File: src/rtl/seg_scan_pkg.sv
// seg_scan_pkg: shared constants and helpers for the seven-segment scanner.
//   SEG_TABLE  - active-high {g,f,e,d,c,b,a} patterns for hex digits 0..F
//   SEG_OFF    - active-high "all segments off" pattern
//   apply_pol  - maps an active-high bit onto the board pin polarity
//   idx_width  - digit index width (clog2 of the digit count, minimum 1)
package seg_scan_pkg;

    localparam logic [6:0] SEG_OFF = 7'h00;

    localparam logic [6:0] SEG_TABLE [16] = '{
        7'h3F, 7'h06, 7'h5B, 7'h4F, 7'h66, 7'h6D, 7'h7D, 7'h07,
        7'h7F, 7'h6F, 7'h77, 7'h7C, 7'h39, 7'h5E, 7'h79, 7'h71
    };

    function automatic int unsigned idx_width(int unsigned n);
        return (n <= 1) ? 1 : $clog2(n);
    endfunction

    function automatic logic apply_pol(logic v, bit active_low);
        return v ^ active_low;
    endfunction

endpackage

File: src/rtl/hex_to_7seg.sv
// hex_to_7seg: combinational nibble-to-segment decoder (active-high output).
//   nibble_i - hex digit to display
//   seg_o    - {g,f,e,d,c,b,a}, 1 = segment lit
module hex_to_7seg
    import seg_scan_pkg::*;
(
    input  logic [3:0] nibble_i,
    output logic [6:0] seg_o
);

    assign seg_o = SEG_TABLE[nibble_i];

endmodule

File: src/rtl/seg_scan_ctrl.sv
// seg_scan_ctrl: multiplexed seven-segment scanner with double buffering,
// per-slot anti-ghosting blanking, decimal points and leading-zero blanking.
//   clk, reset  - single clock, synchronous active-high reset
//   load        - strobe capturing value/dp_in/lz_en into the pending buffer
//   value       - hex nibbles, digit 0 rightmost
//   dp_in       - decimal point enable per digit
//   lz_en       - leading-zero suppression enable
//   anode       - digit select (one-hot when active)
//   segment     - {g,f,e,d,c,b,a}
//   dp_out      - decimal point pin
//   frame_done  - one-cycle pulse at the end of each full scan
module seg_scan_ctrl
    import seg_scan_pkg::*;
#(
    parameter int unsigned NUM_DIGITS   = 4,
    parameter int unsigned CLK_DIV      = 50000,
    parameter int unsigned BLANK_CYCLES = 64,
    parameter bit          ACTIVE_LOW   = 1'b1
) (
    input  logic                    clk,
    input  logic                    reset,
    input  logic                    load,
    input  logic [4*NUM_DIGITS-1:0] value,
    input  logic [NUM_DIGITS-1:0]   dp_in,
    input  logic                    lz_en,
    output logic [NUM_DIGITS-1:0]   anode,
    output logic [6:0]              segment,
    output logic                    dp_out,
    output logic                    frame_done
);

    localparam int unsigned       CNT_W     = $clog2(CLK_DIV);
    localparam int unsigned       IDX_W     = idx_width(NUM_DIGITS);
    localparam int unsigned       VAL_W     = 4 * NUM_DIGITS;
    localparam logic [CNT_W-1:0]  CNT_LAST  = CNT_W'(CLK_DIV - 1);
    localparam logic [CNT_W-1:0]  BLANK_END = CNT_W'(BLANK_CYCLES);
    localparam logic [IDX_W-1:0]  IDX_LAST  = IDX_W'(NUM_DIGITS - 1);
    localparam logic              OFF_BIT   = apply_pol(1'b0, ACTIVE_LOW);

    logic [CNT_W-1:0]      cnt_q, cnt_d;
    logic [IDX_W-1:0]      idx_q, idx_d;
    logic [VAL_W-1:0]      pend_val_q, pend_val_d, disp_val_q, disp_val_d;
    logic [NUM_DIGITS-1:0] pend_dp_q, pend_dp_d, disp_dp_q, disp_dp_d;
    logic                  pend_lz_q, pend_lz_d, disp_lz_q, disp_lz_d;
    logic                  pend_valid_q, pend_valid_d;
    logic [NUM_DIGITS-1:0] anode_q, anode_d;
    logic [6:0]            seg_q, seg_d;
    logic                  dp_q, dp_d;
    logic                  fd_q, fd_d;

    logic                  frame_end;
    logic [3:0]            nibble;
    logic [6:0]            seg_raw;
    logic [NUM_DIGITS-1:0] zero_from;

    assign frame_end = (cnt_q == CNT_LAST) && (idx_q == IDX_LAST);

    // Scan counters and buffers. The display buffer only moves at frame end,
    // and a load on that very cycle bypasses the pending buffer.
    always_comb begin
        cnt_d        = (cnt_q == CNT_LAST) ? '0 : cnt_q + 1'b1;
        idx_d        = idx_q;
        pend_val_d   = pend_val_q;
        pend_dp_d    = pend_dp_q;
        pend_lz_d    = pend_lz_q;
        pend_valid_d = pend_valid_q;
        disp_val_d   = disp_val_q;
        disp_dp_d    = disp_dp_q;
        disp_lz_d    = disp_lz_q;

        if (cnt_q == CNT_LAST) begin
            idx_d = (idx_q == IDX_LAST) ? '0 : idx_q + 1'b1;
        end

        if (frame_end) begin
            if (load) begin
                disp_val_d = value;
                disp_dp_d  = dp_in;
                disp_lz_d  = lz_en;
            end else if (pend_valid_q) begin
                disp_val_d = pend_val_q;
                disp_dp_d  = pend_dp_q;
                disp_lz_d  = pend_lz_q;
            end
            pend_valid_d = 1'b0;
        end else if (load) begin
            pend_val_d   = value;
            pend_dp_d    = dp_in;
            pend_lz_d    = lz_en;
            pend_valid_d = 1'b1;
        end
    end

    // zero_from[i]: nibble i and every nibble above it are zero.
    always_comb begin : p_zero_from
        logic run;
        run       = 1'b1;
        zero_from = '0;
        for (int unsigned k = 0; k < NUM_DIGITS; k++) begin
            run = run & (disp_val_q[4*(NUM_DIGITS-1-k) +: 4] == 4'h0);
            zero_from[NUM_DIGITS-1-k] = run;
        end
    end

    always_comb begin
        nibble = '0;
        for (int unsigned i = 0; i < NUM_DIGITS; i++) begin
            if (idx_q == IDX_W'(i)) begin
                nibble = disp_val_q[4*i +: 4];
            end
        end
    end

    hex_to_7seg u_dec (
        .nibble_i (nibble),
        .seg_o    (seg_raw)
    );

    always_comb begin : p_out_next
        logic                  blank;
        logic                  suppress;
        logic                  dp_sel;
        logic [NUM_DIGITS-1:0] anode_ah;
        logic [6:0]            seg_ah;

        blank    = (cnt_q < BLANK_END);
        suppress = 1'b0;
        dp_sel   = 1'b0;
        anode_ah = '0;
        for (int unsigned i = 0; i < NUM_DIGITS; i++) begin
            if (idx_q == IDX_W'(i)) begin
                anode_ah[i] = 1'b1;
                dp_sel      = disp_dp_q[i];
                suppress    = disp_lz_q && (i != 0) && zero_from[i];
            end
        end
        seg_ah = suppress ? SEG_OFF : seg_raw;

        if (blank) begin
            anode_ah = '0;
            seg_ah   = SEG_OFF;
            dp_sel   = 1'b0;
        end

        for (int unsigned i = 0; i < NUM_DIGITS; i++) begin
            anode_d[i] = apply_pol(anode_ah[i], ACTIVE_LOW);
        end
        for (int unsigned s = 0; s < 7; s++) begin
            seg_d[s] = apply_pol(seg_ah[s], ACTIVE_LOW);
        end
        dp_d = apply_pol(dp_sel, ACTIVE_LOW);
        fd_d = frame_end;
    end

    always_ff @(posedge clk) begin
        if (reset) begin
            cnt_q        <= '0;
            idx_q        <= '0;
            pend_val_q   <= '0;
            pend_dp_q    <= '0;
            pend_lz_q    <= 1'b0;
            pend_valid_q <= 1'b0;
            disp_val_q   <= '0;
            disp_dp_q    <= '0;
            disp_lz_q    <= 1'b0;
            anode_q      <= {NUM_DIGITS{OFF_BIT}};
            seg_q        <= {7{OFF_BIT}};
            dp_q         <= OFF_BIT;
            fd_q         <= 1'b0;
        end else begin
            cnt_q        <= cnt_d;
            idx_q        <= idx_d;
            pend_val_q   <= pend_val_d;
            pend_dp_q    <= pend_dp_d;
            pend_lz_q    <= pend_lz_d;
            pend_valid_q <= pend_valid_d;
            disp_val_q   <= disp_val_d;
            disp_dp_q    <= disp_dp_d;
            disp_lz_q    <= disp_lz_d;
            anode_q      <= anode_d;
            seg_q        <= seg_d;
            dp_q         <= dp_d;
            fd_q         <= fd_d;
        end
    end

    assign anode      = anode_q;
    assign segment    = seg_q;
    assign dp_out     = dp_q;
    assign frame_done = fd_q;

endmodule

File: config.mk
export PLATFORM = sky130hd
export DESIGN_NAME = seg_scan_ctrl
export DESIGN_NICKNAME = d
export VERILOG_FILES = /design/src/rtl/seg_scan_pkg.sv /design/src/rtl/hex_to_7seg.sv /design/src/rtl/seg_scan_ctrl.sv
export SDC_FILE = /design/constraint.sdc
export NUM_CORES = 1
export LEC_CHECK = 0
export ABC_CLOCK_PERIOD_IN_PS = 2400
export CORE_ASPECT_RATIO = 2
export CORE_MARGIN = 2
export CORE_UTILIZATION = 51
export CTS_CLUSTER_SIZE = 8
export DETAILED_ROUTE_END_ITERATION = 8
export GPL_TIMING_DRIVEN = 0
export PLACE_DENSITY = 0.75
export SLEW_MARGIN = 15
export SYNTH_ARGS = -nofsm -noshare
export SYNTH_HDL_FRONTEND = slang
export SYNTH_HIERARCHICAL = 1
export SYNTH_SLANG_ARGS = --single-unit
export TNS_END_PERCENT = 20
File: constraint.sdc
create_clock -name clk -period 2.4 [get_ports clk]
set_input_delay 0.36 -clock clk [delete_from_list [all_inputs] [get_ports clk]]
set_output_delay 0.36 -clock clk [all_outputs]
set_load 0.02 [all_outputs]
==> results.rst, run 1 <==
.. list-table::
   :header-rows: 1

   * - Metric
     - Value
   * - Power density of the placed cells
     - 594 nW/um2
   * - Status
     - finished clean
   * - Total global routing overflow
     - 0
   * - Fraction of registers with async set or reset after synthesis
     - 0%
   * - Cell-by-cell trace of the critical path
     - inv_2, ha_4, clkbuf_8, nand3b_1, a21oi_2, a21oi_2, o21ai_2, inv_2, buf_4, ha_1, nor2b_1, o32a_1, o211ai_1
   * - Post-route cell area
     - 4570 um2
   * - Most used routing layer
     - met2
   * - Core Rows
     - 44
   * - Nets@finish
     - 504
   * - Final min period
     - 2.30 ns
   * - Worst setup slack after layout
     - 0.0971 ns
   * - Final critical-path share of the clock period
     - 96.0%
   * - Root buffer cell
     - clkbuf_16
   * - Critical path origin
     - idx_q[1]$_SDFFE_PP0N_
   * - Iteration count of the initial detailed-routing pass
     - 4
   * - Endpoint required time on the critical path
     - 2.66 ns
   * - Peak Freq
     - 434 MHz
   * - Library cell occupying the most area in the post-synthesis netlist
     - dfxtp_1
   * - Final Max Slew Viols
     - 0
   * - Worst-case reg-to-reg path depth
     - 13
   * - Count of unresolved DRC violations after routing
     - 0
   * - Number of synthesized register bits
     - 74
   * - Largest buffer count on any clock path
     - 2
   * - Most instantiated flip-flop cell in the synthesis netlist
     - dfxtp_1
   * - Depth of the CTS H-tree
     - 3
   * - Met1 usage in global routing
     - 26.3%
   * - Longest individual stage delay on the worst path
     - 0.33 ns
   * - Commonest non-fill, non-tap cells in the layout
     - 72 x dfxtp_1, 60 x nand2_1, 34 x clkdlybuf4s50_1, 24 x nor3_1
   * - Number of buffers inserted by port buffering
     - 34
   * - CTS tree
     - done
   * - Vias/cell
     - 5.53
   * - Total stage count of the critical path
     - 13
   * - Syn Std Cell Area
     - 3710 um2
   * - Worst reg2reg startpoint
     - idx_q[1]$_SDFFE_PP0N_
   * - DRT antenna net count
     - 0
   * - Total Negative Setup Slacks
     - 0 ns
   * - Most frequent standard cell in the layout excluding fill and tap cells
     - dfxtp_1
   * - Clock-pin slew on the worst setup and hold paths
     - 0.06 ns
   * - Core Footprint
     - 7160 um2
   * - Buffering stage count on the worst path with inverters included
     - 4
   * - Clock net sink count
     - 74
   * - Setup-violating endpoint count in the final report
     - 0
   * - Hold buffer count at CTS
     - 0
   * - Crit-path max FO
     - 10
   * - Area share of the largest cell type after synthesis
     - 39.9%
   * - Worst-case clock skew
     - 0.00495 ns
   * - Die ar.
     - 8020 um2
   * - Final Total Pwr
     - 0.00272 W
   * - Met3 Track Usage GR
     - 5.78%
   * - Hold Crit Class
     - reg2reg
   * - Routed len/inst
     - 14.6 um
   * - First-pass GRT wire length
     - 13800 um
   * - Cell types with the largest area share after synthesis
     - dfxtp_1 40%, mux2_2 7.0%, mux2i_1 6.2%, nand2_1 6.1%, ha_1 4.0%
   * - Setup crit end kind
     - flop
   * - Grt met2 use
     - 36.1%
   * - Layout cell share with drive strength beyond 1
     - 16.5%
   * - Syn Area/Cell
     - 8.88 um2
   * - Top Ports
     - 37
   * - Synthesis-to-layout area growth
     - 23.3%
   * - Max-slew headroom at the worst pin
     - 60.2%
   * - Category of cells accounting for the largest share of critical-path delay
     - compound AO/OA/AOI/OAI gates
   * - Count of warnings emitted by yosys
     - 6
   * - Effective utilization at floorplan
     - 51.9%
   * - Via count of the first global-routing pass
     - 3004
   * - Critical path class
     - reg2reg
   * - Worst-case register-to-register setup slack
     - 0.1 ns
   * - Data arrival time of the critical path
     - 2.56 ns
   * - Worst Setup Start Kind
     - flop
   * - Worst-Skew Late Latency
     - 0.34 ns
   * - Overall die width
     - 64.3 um
   * - Syn Nets
     - 454
   * - Worst Setup EP
     - segment[4]$_SDFF_PP1_
   * - Library cells used by synthesis
     - 46
   * - Utilization after layout
     - 63.9%
   * - Pin count of the biggest net entering global routing
     - 14
   * - Number of flops mapped to enable cells by yosys
     - 0
   * - Final hold violations
     - 0
   * - Mapped Cells
     - 418
   * - Routed WL
     - 8260 um
   * - Initial antenna violation count
     - 0
   * - Capture instance of the worst register-to-register path
     - segment[4]$_SDFF_PP1_
   * - Number of buffers inserted during clock tree synthesis
     - 9
   * - Dpl hpwl
     - 5800 um
   * - Die span in y
     - 125 um
   * - Placer's final routability congestion estimate
     - 0.846
   * - Detailed Route Iter0 Violations
     - 161
   * - Antenna diode instance count
     - 0
   * - Worst path slowest cell
     - dfxtp_2
   * - Setup slack at placement
     - -0.224 ns
   * - Max Cap Violations
     - 0
   * - GR Util All Layers
     - 21.7%
   * - Pleak
     - 1.71 nW
   * - Via Count
     - 3122
   * - Portion of the post-synthesis area used by sequential elements
     - 39.9%
   * - Post-detailed-placement cell area
     - 4170 um2
   * - Highest ir drop seen on vdd
     - 0.562 mV
   * - Slew @ Worst Pin
     - 0.597 ns
layer usage:
layer,up-vias,wire length (um)
met2,61,4040
li1,1606,-
met4,0,189
met5,-,0
met1,1441,3780
met3,14,253
synthesized netlist by cell type (12+ instances only):
library cell	number
nor3_1	24
dfxtp_1	74
clkbuf_1	26
nor4_1	23
ha_1	12
nand2_1	60
nor2_1	16
a31oi_1	21
mux2_2	23
a21oi_1	16
mux2i_1	23
state kept, by name (all words and copies together), names as in the netlist:
name          count
cnt_q            16
disp_val_q       16
pend_val_q       16
segment           7
anode             4
disp_dp_q         4
pend_dp_q         4
idx_q             2
disp_lz_q         1
dp_out            1
frame_done        1
pend_lz_q         1
pend_valid_q      1
through the flow:
stage,cells,hold WS (ns)
3_3_place_gp,544,0.440
6_report,565,0.459
5_1_grt,565,0.475
3_5_place_dp,544,0.452
4_1_cts,564,0.461
2_1_floorplan,418,0.426
how the worst min path moves through the flow:
stage	startpoint	to	slack, ns	cells after the start
floorplan	cnt_q[0]$_SDFF_PP0_	cnt_q[0]$_SDFF_PP0_	0.43	1
global placement	cnt_q[0]$_SDFF_PP0_	cnt_q[0]$_SDFF_PP0_	0.44	1
global route	pend_val_q[6]$_SDFFE_PP0P_	pend_val_q[6]$_SDFFE_PP0P_	0.48	2
CTS	pend_val_q[1]$_SDFFE_PP0P_	pend_val_q[1]$_SDFFE_PP0P_	0.46	2
detailed placement	pend_val_q[1]$_SDFFE_PP0P_	pend_val_q[1]$_SDFFE_PP0P_	0.45	2
finish	pend_val_q[3]$_SDFFE_PP0P_	pend_val_q[3]$_SDFFE_PP0P_	0.46	2
report_power, final:
group          switching, W  total (W)  internal (W)
Combinational     0.0000785   0.000167     0.0000885
Clock              0.000522    0.00128      0.000758
Sequential        0.0000146    0.00127       0.00126
final cells by class:
type	count	area, um2
Buffer	35	166
Clock buffer	11	253
Clock inverter	5	37.5
Fill cell	617	2580
Inverter	10	37.5
Multi-Input combinational cell	298	2100
Sequential cell	74	1480
Tap cell	92	115
Timing Repair Buffer	40	385
cell families after synthesis:
| family | count (synthesis) | synth area share (%) |
|---|---|---|
| and+or+nand+nor | 163 | 23.0 |
| DFF | 74 | 39.9 |
| AOI/OAI and AO/OA | 63 | 10.6 |
| muxes | 48 | 14.3 |
| buffers and inverters | 46 | 5.29 |
| xor gates and xnor gates | 12 | 2.83 |
| adders and majority gates | 12 | 4.05 |
tightest hold or removal path: stages (launching register included):
cell,delay (ns)
dfxtp_1,0.31
nand2_1,0.05
mux2i_1,0.05
timing repair:
action,4_1_cts,5_1_grt
gates resized for setup,10,11
setup endpoints to repair,6,6
pin swaps,3,4
buffers inserted,5,1
Note: power is estimated with default switching activity, not from simulation.
==> run 2, diff against run 1 <==
Settings changed: CAP_MARGIN set to 10.
==> results of run 2 <==
Same layout as run 1: the final DEF is identical, and so are final timing and power.
==> run 3, diff against run 2 <==
Settings changed: SLEW_MARGIN 15 to 25.
==> results of run 3 <==
Same layout as run 1: the final DEF is identical, and so are final timing and power.
